## config.mk

```make
export PLATFORM = sky130hd
export DESIGN_NAME = fu_br_pipe
export DESIGN_NICKNAME = d
export VERILOG_FILES = /design/src/rtl/fu_br_pipe.sv
export SDC_FILE = /design/constraint.sdc
export NUM_CORES = 1
export LEC_CHECK = 0
export ABC_AREA = 0
export CORE_MARGIN = 2
export CORE_UTILIZATION = 49
export CTS_BUF_LIST = sky130_fd_sc_hd__clkbuf_4 sky130_fd_sc_hd__clkbuf_8 sky130_fd_sc_hd__clkbuf_16
export DETAILED_ROUTE_END_ITERATION = 8
export PLACE_DENSITY = 0.9
export SLEW_MARGIN = 30
export SYNTH_ARGS = -nofsm -noshare
export SYNTH_HDL_FRONTEND = slang
export SYNTH_SLANG_ARGS = --single-unit
```

## constraint.sdc

```tcl
create_clock -name clk -period 6.1 [get_ports clk]
set_clock_uncertainty 0.1 [all_clocks]
set_input_delay 1.22 -clock clk [delete_from_list [all_inputs] [get_ports clk]]
set_output_delay 1.22 -clock clk [all_outputs]
set_load 0.01 [all_outputs]
```

## src/rtl/fu_br_pipe.sv

```systemverilog
// fu_br_pipe: registered branch unit that resolves branches/jumps, checks the
// front-end prediction and presents the result through a valid/ready register.
package fu_br_pkg;
  typedef struct packed {
    logic [6:0]  opcode;
    logic [2:0]  funct3;
    logic [31:0] pc;
    logic [31:0] i_imm;
    logic [31:0] j_imm;
    logic [31:0] b_imm;
  } decode_info_t;
endpackage

module fu_br_pipe
  import fu_br_pkg::*;
#(
  parameter int PHYS_REG_BITS = 6,
  parameter int ROB_IDX_BITS  = 5,
  parameter int CNT_BITS      = 32
) (
  input  logic                     clk,
  input  logic                     rst,
  input  logic                     start,
  output logic                     ready,
  input  logic [31:0]              rs1_v,
  input  logic [31:0]              rs2_v,
  input  decode_info_t             decode_info,
  input  logic [ROB_IDX_BITS-1:0]  rob_idx,
  input  logic [PHYS_REG_BITS-1:0] pd,
  input  logic                     pred_taken,
  input  logic [31:0]              pred_target,
  input  logic                     flush,
  input  logic                     out_ready,
  output logic                     valid,
  output logic [31:0]              rd_v,
  output logic [ROB_IDX_BITS-1:0]  out_rob_idx,
  output logic [PHYS_REG_BITS-1:0] out_pd,
  output logic                     br_taken,
  output logic                     mispredict,
  output logic                     pc_select,
  output logic [31:0]              pc_branch,
  output logic [CNT_BITS-1:0]      br_count,
  output logic [CNT_BITS-1:0]      mp_count
);
  localparam logic [6:0] OP_JAL  = 7'b1101111;
  localparam logic [6:0] OP_JALR = 7'b1100111;
  localparam logic [6:0] OP_BR   = 7'b1100011;
  logic        is_jal, is_jalr, is_br, is_jump, cond, taken, mp, accept, out_is_br;
  logic [31:0] pc4, target;
  logic [2:0]  f3;
  assign is_jal  = decode_info.opcode == OP_JAL;
  assign is_jalr = decode_info.opcode == OP_JALR;
  assign is_br   = decode_info.opcode == OP_BR;
  assign is_jump = is_jal || is_jalr;
  assign f3      = decode_info.funct3;
  assign pc4     = decode_info.pc + 32'd4;
  always_comb begin
    cond = f3 == 3'b000 ? rs1_v == rs2_v :
           f3 == 3'b001 ? rs1_v != rs2_v :
           f3 == 3'b100 ? $signed(rs1_v) <  $signed(rs2_v) :
           f3 == 3'b101 ? $signed(rs1_v) >= $signed(rs2_v) :
           f3 == 3'b110 ? rs1_v <  rs2_v :
           f3 == 3'b111 ? rs1_v >= rs2_v : 1'b0;
    target = is_jal  ? decode_info.pc + decode_info.j_imm :
             is_jalr ? (rs1_v + decode_info.i_imm) & 32'hFFFF_FFFE :
                       decode_info.pc + decode_info.b_imm;
  end
  assign taken     = is_jump || (is_br && cond);
  assign mp        = (taken != pred_taken) || (taken && target != pred_target);
  assign ready     = (!valid || out_ready) && !flush;
  assign accept    = start && ready;
  assign pc_select = valid && mispredict;
  always_ff @(posedge clk or posedge rst) begin
    if (rst) begin
      valid       <= 1'b0;
      rd_v        <= '0;
      out_rob_idx <= '0;
      out_pd      <= '0;
      br_taken    <= 1'b0;
      mispredict  <= 1'b0;
      pc_branch   <= '0;
      out_is_br   <= 1'b0;
      br_count    <= '0;
      mp_count    <= '0;
    end else begin
      valid <= !flush && (accept || (valid && !out_ready));
      if (accept) begin
        rd_v        <= is_jump ? pc4 : 32'd0;
        out_rob_idx <= rob_idx;
        out_pd      <= pd;
        br_taken    <= taken;
        mispredict  <= mp;
        pc_branch   <= taken ? target : pc4;
        out_is_br   <= is_jump || is_br;
      end
      // a handshake-out still counts when a flush lands in the same cycle
      if (valid && out_ready) begin
        br_count <= br_count + CNT_BITS'(out_is_br);
        mp_count <= mp_count + CNT_BITS'(mispredict);
      end
    end
  end
endmodule

```

==> flow_metrics.env <==
export IMPL_yosys_area_share_simple_pct=20.2
export IMPL_finalSetupTns_ns=0
export IMPL_clock_latency_ns=0.41
export IMPL_ff2ff_setup_slack_ns=2.06
export IMPL_routed_wl_um=49900
export IMPL_holdCritStartpoint="mp_count[31]"
export IMPL_hold_violations=0
export IMPL_synth_edf_count=0
export IMPL_gp_congestion=1.01
export IMPL_yosys_top_cells_count="247 x nand2_1, 143 x dfrtp_1, 129 x ha_1"
export IMPL_synth_adder_area_share_pct=12.5
export IMPL_start_util_pct=49.8
export IMPL_grt_pass1_vias=14100
export IMPL_rr_startpoint="valid"
export IMPL_synth_most_common_cell="nand2_1"
export IMPL_cts_made_buffers=17
export IMPL_wl_per_cell_um=20.9
export IMPL_r2r_end="mispredict"
export IMPL_crit_path_start="decode_info[103]"
export IMPL_synth_flop_cell="dfrtp_1"
export IMPL_cts_tree="yes"
export IMPL_grt_pass1_wl_um=76000
export IMPL_synth_compound_area_share_pct=21.8
export IMPL_hold_buffers=0
export IMPL_antenna_found_initial=1
export IMPL_portBuffers=394
export IMPL_fin_crit_sh_pct=92.6
export IMPL_die_x_um=170
export IMPL_die_h_um=170
export IMPL_synth_distinct_cells=73
export IMPL_drtIter0Drc=1516
export IMPL_max_cap_violations=0
export IMPL_ys_warn_count=0
export IMPL_drt_drc_violations_left=0
export IMPL_die_area_um2=28800
export IMPL_final_antenna_net_count=0
export IMPL_cp_start_kind="primary input"
export IMPL_worst_endpoint_required_ns=6.28
export IMPL_nets=2416
export IMPL_holdPathEnd="mp_count[31]"
export IMPL_synth_nets=2043
export IMPL_grtUsageTotal_pct=33.7
export IMPL_hp_class="flop to flop"
export IMPL_cts_clk_slew_worst_paths_ns=0.06
export IMPL_cellLeakagePower_nw=8.01
export IMPL_power_density_nw_per_um2=183
export IMPL_syn_inst=1660
export IMPL_slew_violations=0
export IMPL_overflow=0
export IMPL_grt_setup_unrepaired="no"
export IMPL_post_route_min_period_ns=5.65
export IMPL_cts_root_buf="clkbuf_16"
export IMPL_num_rows=60
export IMPL_drt_pass1_iter_count=6
export IMPL_pre_cts_slack_ns=0.191
export IMPL_fin_util_pct=67.8
export IMPL_fill_cells=2141
export IMPL_core_area_um2=27000
export IMPL_syn_area_um2=13400
export IMPL_cts_path_max_buffers=2
export IMPL_endpoint_kind="flop"
export IMPL_grt_max_degree=111
export IMPL_hold_ws_ns=0.368
export IMPL_cts_sinks=143
export IMPL_relSlewSlack_pct=34.6
export IMPL_async_flop_share_pct=100
export IMPL_hold_path_depth=1
export IMPL_io_pins=395
export IMPL_path_class="primary input to flop"
export IMPL_fmax_ghz=0.177
export IMPL_r2r_cells=13
export IMPL_cp_data_arrival_time_ns=5.83
export IMPL_synth_xor_area_share_pct=12.9
export IMPL_dp_hpwl_um=41000
export IMPL_synth_top_area_share_pct=26.6
export IMPL_peakVddDrop_mv=0.178
export IMPL_setup_violations=0
export IMPL_yosysTopAreaCell="dfrtp_1"
export IMPL_yosysSeqAreaShare_pct=26.6
export IMPL_yosys_top_cells_area="dfrtp_1 27%, ha_1 12%, xnor2_1 7.4%"
export IMPL_synth_seq_cells=143
export IMPL_synth_mux_area_share_pct=2.67
export IMPL_viasPerCell=6.05
export IMPL_syn_mean_instance_area_um2=8.09
export IMPL_status="finished, final reports clean"
export IMPL_drive_above_1_share_pct=4.30
export IMPL_cts_resized=0
export IMPL_post_cts_buffers=0
export IMPL_max_slew_worst_pin_slew_ns=0.977
export IMPL_synth_top_family_by_area="compound AO/OA/AOI/OAI gates"
export IMPL_path_max_fanout=8
export IMPL_htreeDepth=4
export IMPL_layout_setup_ws_ns=0.454
export IMPL_vias=14500
export IMPL_syn2layout_area_growth_pct=36.1
## worst max-delay path, stage by stage
cell	delay [ns]
clkdlybuf4s50_1	0.66
ha_1	0.39
a2111oi_0	0.46
o21ai_0	0.36
a31oi_1	0.45
nor3_1	0.18
nor3_1	0.16
nor3_1	0.08
a211oi_1	0.51
xor2_1	0.20
o2111ai_1	0.13
a2111oi_0	0.48
o311a_1	0.26
nor4b_2	0.18
a31oi_1	0.11
## layout make-up
class | count | area (um2) | share of cell area, %
clock inverter | 15 | 123 | 0.671
clock buffer | 17 | 425 | 2.33
inverter | 63 | 241 | 1.32
tap | 341 | 427 | 2.33
sequential | 143 | 3580 | 19.6
antenna | 1 | 2.50 | 0.0137
multi-input combinational | 1399 | 9430 | 51.6
timing repair buffer | 409 | 4060 | 22.2
## per-stage QoR
stage	std cells	total power, mW	cell area (um2)
4_1_cts	2387	3.34	18300
3_5_place_dp	2355	2.37	17700
5_1_grt	2387	3.52	18300
6_report	2388	3.35	18300
2_1_floorplan	1660	1.81	13400
3_3_place_gp	2355	2.35	17700
## cell usage in the layout (no fill, tap or decap), types with 13 or more instances in the layout
cell type        Yosys  routed
a21o_1              40      40
a31oi_1             20      20
and3_1              31      31
o21ai_0            120     120
buf_4                0      14
nor2b_1             14      14
xor2_1              85      85
dfrtp_1            143     143
nor2_1             113     113
o211ai_1            13      13
inv_1               62      61
nand2_1            247     246
and2_1              13      13
nand4_1             28      28
ha_1               129     129
clkdlybuf4s50_1      0     394
nand3_1             68      68
xnor2_1            113     113
a21oi_1            115     115
mux2_2              23      23
clkbuf_16            0      17
a211oi_1            18      18
nor3_1              32      32
## worst max-delay path by stage
stage / to / slack (ns)
2_1_floorplan: br_count[0] / 0.94
5_1_grt: mispredict / 0.35
4_1_cts: mispredict / 0.61
3_3_place_gp: mispredict / 0.40
3_5_place_dp: mispredict / 0.19
6_report: mispredict / 0.45
## layer usage
| layer | GRT usage [%] | vias up | part of all wire, % |
|---|---|---|---|
| met4 | 11.3 | 2 | 3.0 |
| met5 | 0 | - | 0.010 |
| li1 | - | 6777 | - |
| met1 | 39.6 | 6804 | 39 |
| met3 | 8.05 | 93 | 9.3 |
| met2 | 60.3 | 778 | 49 |
## power by group
part	internal (mW)	total, mW	switching, mW
sequential	1.01	1.05	0.0443
clock	0.532	0.960	0.429
combinational	0.618	1.34	0.724
total	2.16	3.35	1.20
## kinds of logic after synthesis
kind of cell,count (synthesis)
AOI/OAI and AO/OA,448
xor gates and xnor gates,198
adders and majority gates,132
buffers and inverters,118
DFF,143
muxes,33
and+or+nand+nor,588
## sequential cells by signal (all words and copies together) (netlist names)
register     flops
out_is_br        1
mp_count        32
pc_branch       32
br_taken         1
mispredict       1
valid            1
out_rob_idx      5
br_count        32
rd_v            32
out_pd           6
No activity file was read; power rests on OpenSTA's default activity.
